File: src/rtl/loader_pkg.sv
// loader_pkg: shared types and sizes for the instruction-memory boot loader.
package loader_pkg;
    typedef enum logic [2:0] {
        S_IDLE,
        S_LEN_HI,
        S_LEN_LO,
        S_WORD,
        S_WRITE,
        S_DONE,
        S_ERR
    } state_e;

    localparam int LEN_BYTES      = 2;
    localparam int BYTES_PER_WORD = 4;
    localparam int WORD_W         = 32;
endpackage

File: src/rtl/word_assembler.sv
// word_assembler: shifts bytes MSB-first into a word; word_o/word_full_o reflect the byte being loaded now.
module word_assembler
    import loader_pkg::*;
(
    input  logic              clk,
    input  logic              rst_n,
    input  logic              clr_i,
    input  logic              load_i,
    input  logic [7:0]        byte_i,
    output logic [WORD_W-1:0] word_o,
    output logic              word_full_o
);
    localparam int CNT_W = $clog2(BYTES_PER_WORD);

    logic [CNT_W-1:0]  cnt_q, cnt_d;
    logic [WORD_W-1:0] word_q, word_d;

    always_comb begin
        word_d      = clr_i ? '0 : load_i ? {word_q[WORD_W-9:0], byte_i} : word_q;
        cnt_d       = clr_i ? '0 : load_i ? cnt_q + 1'b1 : cnt_q;
        word_o      = word_d;
        word_full_o = load_i && cnt_q == CNT_W'(BYTES_PER_WORD - 1);
    end

    always_ff @(posedge clk or negedge rst_n) begin
        if (!rst_n) begin
            cnt_q  <= '0;
            word_q <= '0;
        end else begin
            cnt_q  <= cnt_d;
            word_q <= word_d;
        end
    end
endmodule

File: src/rtl/imem_loader.sv
// imem_loader: receives a length-prefixed byte stream, writes 32-bit words to instruction memory
// from address 0, and holds the CPU until the whole program is written.
module imem_loader
    import loader_pkg::*;
#(
    parameter int ADDR_W = 8
) (
    input  logic              clk,
    input  logic              rst_n,
    input  logic [7:0]        rx_data,
    input  logic              rx_valid,
    output logic              rx_ready,
    output logic              imem_we,
    output logic [ADDR_W-1:0] imem_addr,
    output logic [WORD_W-1:0] imem_wdata,
    output logic              cpu_run,
    output logic              busy,
    output logic              err
);
    localparam int LEN_W = 8 * LEN_BYTES;
    localparam int CMP_W = LEN_W + 1;

    state_e            state_q, state_d;
    logic [LEN_W-1:0]  len_q, len_d, n_w;
    logic [ADDR_W:0]   word_cnt_q, word_cnt_d;
    logic              we_q, we_d;
    logic [ADDR_W-1:0] addr_q, addr_d;
    logic [WORD_W-1:0] wdata_q, wdata_d, word_w;
    logic              xfer, load, word_full, last_w, over_w;

    assign xfer   = rx_valid && rx_ready;
    assign load   = xfer && state_q == S_WORD;
    assign n_w    = {len_q[LEN_W-1:8], rx_data};
    // Compare one bit wider so a capacity of exactly 2^ADDR_W words is representable
    assign over_w = CMP_W'(n_w) > (CMP_W'(1) << ADDR_W);
    assign last_w = CMP_W'(word_cnt_q) + CMP_W'(1) == CMP_W'(len_q);

    word_assembler u_asm (
        .clk        (clk),
        .rst_n      (rst_n),
        .clr_i      (state_q == S_IDLE),
        .load_i     (load),
        .byte_i     (rx_data),
        .word_o     (word_w),
        .word_full_o(word_full)
    );

    always_ff @(posedge clk or negedge rst_n) begin
        if (!rst_n) state_q <= S_IDLE;
        else        state_q <= state_d;
    end

    always_comb begin
        state_d = state_q;
        case (state_q)
            S_IDLE:   state_d = S_LEN_HI;
            S_LEN_HI: state_d = xfer ? S_LEN_LO : S_LEN_HI;
            S_LEN_LO: state_d = !xfer ? S_LEN_LO : n_w == '0 ? S_DONE : over_w ? S_ERR : S_WORD;
            S_WORD:   state_d = word_full ? S_WRITE : S_WORD;
            S_WRITE:  state_d = last_w ? S_DONE : S_WORD;
            default:  state_d = state_q;
        endcase
    end

    always_comb begin
        rx_ready = state_q inside {S_LEN_HI, S_LEN_LO, S_WORD};
        busy     = state_q inside {S_LEN_HI, S_LEN_LO, S_WORD, S_WRITE};
        cpu_run  = state_q == S_DONE;
        err      = state_q == S_ERR;
    end

    always_comb begin
        len_d = len_q;
        if (xfer && state_q == S_LEN_HI) len_d[LEN_W-1:8] = rx_data;
        if (xfer && state_q == S_LEN_LO) len_d[7:0] = rx_data;
        word_cnt_d = state_q == S_WRITE ? word_cnt_q + 1'b1 : word_cnt_q;
        we_d       = word_full;
        addr_d     = word_full ? word_cnt_q[ADDR_W-1:0] : addr_q;
        wdata_d    = word_full ? word_w : wdata_q;
    end

    always_ff @(posedge clk or negedge rst_n) begin
        if (!rst_n) begin
            len_q      <= '0;
            word_cnt_q <= '0;
            we_q       <= 1'b0;
            addr_q     <= '0;
            wdata_q    <= '0;
        end else begin
            len_q      <= len_d;
            word_cnt_q <= word_cnt_d;
            we_q       <= we_d;
            addr_q     <= addr_d;
            wdata_q    <= wdata_d;
        end
    end

    assign imem_we    = we_q;
    assign imem_addr  = addr_q;
    assign imem_wdata = wdata_q;
endmodule

File: config.mk
export PLATFORM = sky130hd
export DESIGN_NAME = imem_loader
export DESIGN_NICKNAME = d
export VERILOG_FILES = /design/src/rtl/loader_pkg.sv /design/src/rtl/word_assembler.sv /design/src/rtl/imem_loader.sv
export SDC_FILE = /design/constraint.sdc
export NUM_CORES = 1
export LEC_CHECK = 0
export ABC_AREA = 1
export CORE_UTILIZATION = 40
export DETAILED_ROUTE_END_ITERATION = 8
export GPL_TIMING_DRIVEN = 1
export MAX_ROUTING_LAYER = met4
export PLACE_DENSITY = 0.58
export SYNTH_ARGS = -nofsm -noshare
export SYNTH_HDL_FRONTEND = slang
export SYNTH_SLANG_ARGS = --single-unit
File: constraint.sdc
create_clock -name clk -period 2.19 [get_ports clk]
set_input_delay 0.438 -clock clk [delete_from_list [all_inputs] [get_ports clk]]
set_output_delay 0.438 -clock clk [all_outputs]
set_load 0.1 [all_outputs]
Word-level counts from Yosys, hierarchy flattened
Index checks and enable logic that the tools add are counted.
Widths: inputs -> output; s select.
{ "op_classes": {"mux": 11, "addsub": 3, "magnitude_cmp": 1, "n_reduce_logical": 11, "eq_ne": 8} }
{ "ops": {"columns": ["cell", "count"], "rows": [
  ["$mux 32", 2],
  ["$eq 10x16->1", 1],
  ["$gt 16x9->1 const B", 1],
  ["$logic_not 16->1", 1],
  ["$mux 3", 5],
  ["$pmux 3 s5", 1],
  ["$add 9x1->10 const B", 1],
  ["$add 9x1->9 const B", 1],
  ["$eq 3x3->1 const B", 3],
  ["$eq 3x2->1 const B", 2],
  ["$mux 2", 3],
  ["$logic_and 1x1->1", 5],
  ["$reduce_bool 5->1", 1],
  ["$reduce_bool 4->1", 1],
  ["$eq 3x1->1 const B", 1],
  ["$logic_not 3->1", 1],
  ["$reduce_bool 3->1", 1],
  ["$add 2x1->2 const B", 1],
  ["$eq 2x2->1 const B", 1],
  ["$reduce_bool 2->1", 1]
]} }
{ "word_totals": {"reg_bits": 103, "elab_cells": 43, "input_bits": 11, "out_inout_bits": 45} }

Depth between registers and ports, before layout
Gate-level depths: netlist of run 1.
{ "logic_depth": {"ltp_word": 7, "depth_mapped": 13, "ltp_nobuf": 13} }

Modules after synthesis
A second synthesis of run 1 with hierarchy kept.
{ "unflattened": {"cells_unflattened": 544, "hier_area_um2": 4689.5} }
{ "modules_own_cells": {"columns": ["mod", "seq_area_each_um2", "instances", "cells_per_inst", "area_each_um2"], "rows": [
  ["imem_loader", 1726.7, 1, 327, 3105.5],
  ["word_assembler", 850.8, 1, 217, 1584.0]
]} }

Least setup slack after synthesis of run 1
No wires, ideal clock.
{ "synth_timing": {"kind": "register -> output", "startpoint": "register state_q[0]", "endpoint": "output port cpu_run", "arrival_time_ns": 2.535, "required_time_ns": 1.752, "path_buffers": 0, "path_stages_with_launch": 3, "setup_slack_ns": -0.783, "cell_sequence": "dfrtp_1 inv_1 nor3_1"} }
{ "synth_via": {"elab_chain_len": 1} }
{ "synth_lines": {"columns": ["element", "line_no", "source"], "rows": [
  ["start, declared", "imem_loader.sv:23", "state_e state_q, state_d;"],
  ["start signal, assigned", "imem_loader.sv:50", "else state_q <= state_d;"],
  ["$eq 3x3->1", "imem_loader.sv:68", "cpu_run = state_q == S_DONE;"],
  ["end, declared", "imem_loader.sv:16", "output logic cpu_run,"]
]} }
No other way between the ends.

Worst setup path in the final report of run 1
{ "layout_timing": {"startpoint": "register state_q[0]", "endpoint": "output port busy"} }
{ "layout_via": {"elab_chain_len": 2, "elab_cells_between_ends": 5, "cone_classes": "eq/ne (4); reduce/logical (1)"} }
{ "layout_lines": {"columns": ["element", "line_no", "source"], "rows": [
  ["$eq 3x1->1, or another cell as far along", "imem_loader.sv:67", "busy = state_q inside {S_LEN_HI, S_LEN_LO, S_WORD, S_WRITE};"],
  ["$reduce_bool 4->1 *", "imem_loader.sv:67", null],
  ["end, declared", "imem_loader.sv:17", "output logic busy,"]
]} }
Mark *: on every way between the ends. The rest lies on a longest branch, timed or not.

==> metrics.txt, run 1 <==
port bufs 55; Cell Rows 37; Overflow after GRT 0; clock buffer count from CTS 9; root buffer cell clkbuf_8; Total Die Area 11100 sq um; RSZ-0062 raised after global routing false; total power 2950 uW; area of the mapped netlist 4250 sq um; GRT Overall Usage 0.189; Synth Instances about 510; Setup Fix Bufs, Post-CTS 0; kind of critical path flip-flop to primary output; Vias/cell between 4 and 5; # fillers 1047; clk slew on worst S/H paths ~0.10 ns; Die H approximately 110 um; Rel. slew slack 0.699; pin count of the biggest net entering global routing 67; final clock skew 0.0143 ns; Seq cells post-synth 95; post-layout min period 2.03 ns; sequential area share after synthesis 0.559; diodes inserted 0; Core Area 10300 sq um; Pre-antenna DRT Iters 4; fin. max-slew vios 0; Hold Fails Final Rpt 0; delay-heaviest family, CP simple AND/OR/NAND/NOR gates; final wirelength 9.38 mm; Post-route DRC 0; crit-path max FO 6; CTS sink cnt 95; setup TNS 0 ns; CTS tree done; Mapped Avg Cell Area 8.29 sq um; Leakage 0.00254 uW; Wirelength per Cell 13.2 um; Vias 3393; Starting Density 0.412; crit path DAT ~1.6 ns; Synth Net Count 526; initial antenna violation count 0; crit-path cells nor2_2 -> nor2_4 -> or2_2 -> buf_12; hold_buf cts 0; Slew @ Worst Pin 0.452 ns; Yosys warning total 0; Final Setup Violations 0; clk_lat worst skew between 0.3 and 0.4 ns; first-pass GRT wire length 16.3 mm; Syn-to-layout area delta 20.2%; Req. time, crit path about 1.8 ns; vias in the first global route 3318; endpoint class of the critical path primary output; Clock Path Buffers 2; DIE WIDTH between 100 and 150 um; CP max stage delay around 0.47 ns; fmax ~0.5 GHz; Starting DRT DRC Count 200; post-DP HPWL 6.64 mm; Max Cap Viol 0; Hold Crit Class primary input to asynchronous set/reset pin; I/O pins 56; Nets 581; post-CTS sizing 0; status complete, no violations; slowest CP cell dfrtp_1; PD cells 576 nW/um^2; post-route ant nets 0; H-tree lvl count 3; Netlist cell types 26; Worst Path Buf+Inv 1; Max VDD drop 0.269 mV; critical path launch point type flip-flop; layout cells sized above 1 0.143; GPL Wtd Cong between 0.8 and 0.9; crit share post-route 0.928
layout by cell type (no fill, tap or decap), types with 2 or more instances in the layout:
master	synthesis	layout
ha_1	2	2
inv_6	0	2
inv_2	2	2
nor2_2	1	3
clkbuf_8	0	10
buf_4	0	48
a21oi_1	26	26
nand4_1	4	4
nand3_1	27	27
nand2_2	2	2
nand2_1	127	127
nor2_4	1	2
o21ai_1	2	2
inv_1	66	66
o21ai_0	97	97
nor2_1	30	27
dfrtp_1	95	95
buf_12	0	8
clkdlybuf4s50_1	0	9
nand3b_1	2	2
power breakdown:
part	internal [uW]	switching, uW	total [uW]	leakage (uW)
clock network	454	616	1070	0.0000903
registers	1760	6.23	1770	0.00130
logic	36.3	70.7	107	0.00115
Yosys cell counts:
| master | number | share of area |
|---|---|---|
| nor2_1 | 30 | 0.026 |
| xor2_1 | 1 | 0.0021 |
| nand3b_1 | 2 | 0.0035 |
| nand3_1 | 27 | 0.032 |
| nand4_1 | 4 | 0.0059 |
| a21oi_1 | 26 | 0.031 |
| o21ai_1 | 2 | 0.0024 |
| clkbuf_1 | 13 | 0.011 |
| nand2_1 | 127 | 0.11 |
| o21bai_1 | 1 | 0.0018 |
| a31oi_1 | 1 | 0.0015 |
| nor2_2 | 1 | 0.0015 |
| ha_1 | 2 | 0.0059 |
| buf_2 | 2 | 0.0024 |
| o21ai_0 | 97 | 0.11 |
| or2_2 | 1 | 0.0015 |
| o211a_1 | 1 | 0.0024 |
| dfrtp_1 | 95 | 0.56 |
| inv_2 | 2 | 0.0018 |
| buf_6 | 5 | 0.013 |
| nor3_1 | 2 | 0.0024 |
| inv_1 | 66 | 0.058 |
| clkbuf_2 | 1 | 0.0012 |
| nor2_4 | 1 | 0.0026 |
| o21a_1 | 1 | 0.0018 |
| nand2_2 | 2 | 0.0029 |
metal layers:
layer / vias to the layer above / wire, um / track usage
li1: 1756 / - / -
met1: 1573 / 4920 / 0.273
met2: 58 / 4120 / 0.280
met3: 6 / 244 / 0.0250
met4: 0 / 91 / 0.0533
met5: - / 0 / -
worst register-to-register path, delay by kind of cell (launching register included):
kind / cells / cell delay (ns)
fa+ha+maj: 1 / 0.23
flops: 1 / 0.46
simple gates: 10 / 1.05
cell type report:
cell class	instances	area, sq um	share of cell area
Clock buffer	11	141	0.0277
Clock inverter	5	38.8	0.00759
Inverter	68	255	0.0499
Multi-Input combinational cell	329	1520	0.297
Sequential cell	95	2380	0.465
Tap cell	136	170	0.0333
Timing Repair Buffer	65	611	0.119
metrics by stage:
stage	std cells	area, sq um	setup slack, ns	hold slack, ns	util
after floorplan	513	4270	0.0323	0.142	-
after global routing	709	5110	0.0699	0.0364	0.495
after global placement	693	4930	0.244	0.423	0.478
after CTS	709	5110	0.0739	0.0300	0.495
final	709	5110	0.157	0.0222	0.495
after detailed placement	693	4930	0.233	0.425	0.478
registers in the layout, summed over array words and instances (netlist names):
register      count
imem_wdata       32
u_asm.word_q     24
len_q            16
word_cnt_q        9
imem_addr         8
state_q           3
u_asm.cnt_q       2
imem_we           1
cell families after synthesis:
family,Yosys count,share of synthesized area
AND/OR/NAND/NOR,197,0.191
XOR/XNOR,1,0.00206
flip-flops,95,0.559
buffers and inverters,89,0.0882
AO/OA/AOI/OAI,129,0.154
adder cells (fa/ha/maj),2,0.00588
final timing paths:
kind	depth (start not counted)	endpoint	slack, ns	startpoint
setup / recovery	4	busy	0.16	state_q[0]
hold / removal	1	imem_wdata[18]	0.02	rst_n
setup reg to reg	11	state_q[2]	0.40	word_cnt_q[0]
hold reg to reg	2	imem_wdata[21]	0.49	imem_wdata[21]
max in group asynchronous	2	word_cnt_q[7]	1.50	rst_n
min in group clk	2	imem_wdata[21]	0.49	imem_wdata[21]
Note: power is estimated with default switching activity, not from simulation.
==> run 2, diff against run 1 <==
- CORE_UTILIZATION: 40 -> 43
- CTS_CLUSTER_SIZE: unset -> 25
- PLACE_DENSITY: 0.58 -> 0.62
==> run 2 against run 1 <==
Net effect:
- first-iteration DRC count is 2.5% higher
- sequential power about the same
- critical path depth did not move
- final cell count fell by 1.6%
- non-clock buffer count shrank 4
- worst hold slack better by 0.076 ns
- flip-flop and latch count stayed put
- combinational power shrank 6%
- register-to-register slack worse by 0.07 ns
- largest cell class unchanged
==> metrics.txt, run 2 (synthesis results as in run 1) <==
status complete, no violations (unchanged); Worst Path Buf+Inv 1 (unchanged); clk_lat worst skew 0.36 ns (was 0.35 ns); switching pwr 726 uW (was 693 uW); I/O pins 56 (unchanged); Internal 2350 uW (was 2250 uW); Rel. slew slack 0.451 (was 0.699); Wirelength per Cell 13.1 um (was 13.2 um); sw frac 0.236 (was 0.235); setup TNS 0 ns (unchanged); crit-path cells nor2_2 -> nor2_4 -> or2_2 -> buf_12 (unchanged); fmax 0.480 GHz (was 0.492 GHz); port bufs 55 (unchanged); Nets 577 (was 581); Max VDD drop 0.370 mV (was 0.269 mV); Vias/cell 4.90 (was 4.79); vias in the first global route 3105 (was 3318); DIE WIDTH 101 um (was 105 um); crit-path max FO 6 (unchanged); crit path DAT 1.64 ns (was 1.59 ns); Max Cap Viol 0 (unchanged); clk slew on worst S/H paths 0.10 ns (about the same); critical path launch point type flip-flop (unchanged); Core Util, Final 0.540 (was 0.495); Crit path depth 4 (unchanged); post-DP HPWL 6.31 mm (was 6.64 mm); Setup Fix Bufs, Post-CTS 0 (unchanged); fin. max-slew vios 0 (unchanged); Vias 3419 (was 3393); most common cell after layout, fill and taps aside nand2_1 (unchanged); Pre-antenna DRT Iters 4 (unchanged); power share of the sequential group 0.575 (was 0.600); Req. time, crit path 1.75 ns (about the same); CP max stage delay 0.48 ns (was 0.47 ns); GRT Overall Usage 0.198 (was 0.189); slowest CP cell dfrtp_1 (unchanged); crit share post-route 0.951 (was 0.928); pin count of the biggest net entering global routing 96 (was 67); clock share of power 0.392 (was 0.363); diodes inserted 0 (unchanged); Syn-to-layout area delta 19.5% (was 20.2%); Hold Crit Class primary input to asynchronous set/reset pin (unchanged); Die H 101 um (was 105 um); layout cells sized above 1 0.137 (was 0.143); RSZ-0062 raised after global routing false (unchanged); Clock Path Buffers 2 (unchanged); CTS sink cnt 95 (unchanged); final wirelength 9.17 mm (was 9.38 mm); PD cells 605 nW/um^2 (was 576 nW/um^2); Combinational Power Share 0.033 (was 0.036); Cell Rows 35 (was 37); root buffer cell clkbuf_8 (unchanged); kind of critical path flip-flop to primary output (unchanged); delay-heaviest family, CP simple AND/OR/NAND/NOR gates (unchanged); GPL Wtd Cong 0.829 (was 0.864); Leakage 0.00253 uW (was 0.00254 uW); post-layout min period 2.08 ns (was 2.03 ns); clock buffer count from CTS 9 (unchanged); Starting DRT DRC Count 205 (was 200); Final Setup Violations 0 (unchanged); Post-route DRC 0 (unchanged); endpoint class of the critical path primary output (unchanged); H-tree lvl count 3 (unchanged); CTS tree done (unchanged); Overflow after GRT 0 (unchanged); max reg flops 32 (unchanged); hold_buf cts 0 (unchanged); Core Area 9420 sq um (was 10300 sq um); Hold Fails Final Rpt 0 (unchanged); Total Die Area 10300 sq um (was 11100 sq um); post-route ant nets 0 (unchanged); Starting Density 0.452 (was 0.412); first-pass GRT wire length 15.2 mm (was 16.3 mm); post-CTS sizing 0 (unchanged); Slew @ Worst Pin 0.823 ns (was 0.452 ns); commonest non-fill, non-tap cells in the layout 127 x nand2_1, 97 x o21ai_0, 95 x dfrtp_1 (unchanged); final clock skew 0.0101 ns (was 0.0143 ns); Worst Reg-to-Reg Cells 6 (was 11); initial antenna violation count 0 (unchanged)
==> run 2: cell types whose count changed in the layout (fill, tap and decap cells not counted) <==
cell	previous run	this run
buf_12	8	7
inv_6	2	3
clkbuf_8	10	9
clkinv_2	1	0
clkinvlp_4	1	0
buf_4	48	45
inv_8	0	1
bufinv_16	0	1
==> run 2: worst paths after layout <==
path,start,endpoint,slack (ns)
min in group clk,imem_addr[5],imem_addr[5],0.49
hold reg to reg,imem_addr[5],imem_addr[5],0.49
setup reg to reg,state_q[2],imem_wdata[5],0.33
hold / removal,rst_n,imem_wdata[8],0.1
setup / recovery,state_q[0],busy,0.11
max in group asynchronous,rst_n,word_cnt_q[5],1.67
==> run 2: power by group through the flow <==
stage,Sequential (uW),Combinational (uW),Clock (uW)
after CTS,1770,105,1230
final,1770,101,1200
after detailed placement,1800,105,0
after global routing,1770,118,1320
after floorplan,1800,32.6,0
after global placement,1800,105,0
==> run 2: final cells by class <==
| class | count | area [sq um] |
|---|---|---|
| fill | 898 | 4330 |
| clock buffer | 10 | 128 |
| inverter | 68 | 255 |
| clock inverter | 6 | 76.3 |
| sequential | 95 | 2380 |
| timing repair buffer | 61 | 568 |
| tap | 129 | 161 |
| multi-input combinational | 329 | 1520 |
==> run 2: metrics by stage <==
stage	hold WS (ns)	power [uW]	worst slack, ns	instance area, sq um	cells
after floorplan	0.142	1830	0.0323	4270	513
after global placement	0.468	1910	0.0935	4880	682
after CTS	0.135	3110	0.0371	5080	698
after global routing	0.132	3210	0.0186	5080	698
final	0.0983	3070	0.108	5080	698
after detailed placement	0.475	1910	0.0133	4880	682
==> run 2: metal layers <==
metal	global-route usage	routed length [um]	part of all wire
met2	0.276	4000	0.44
met4	0.0524	60	0.0065
met5	-	0	0
met3	0.0393	384	0.042
met1	0.293	4720	0.51
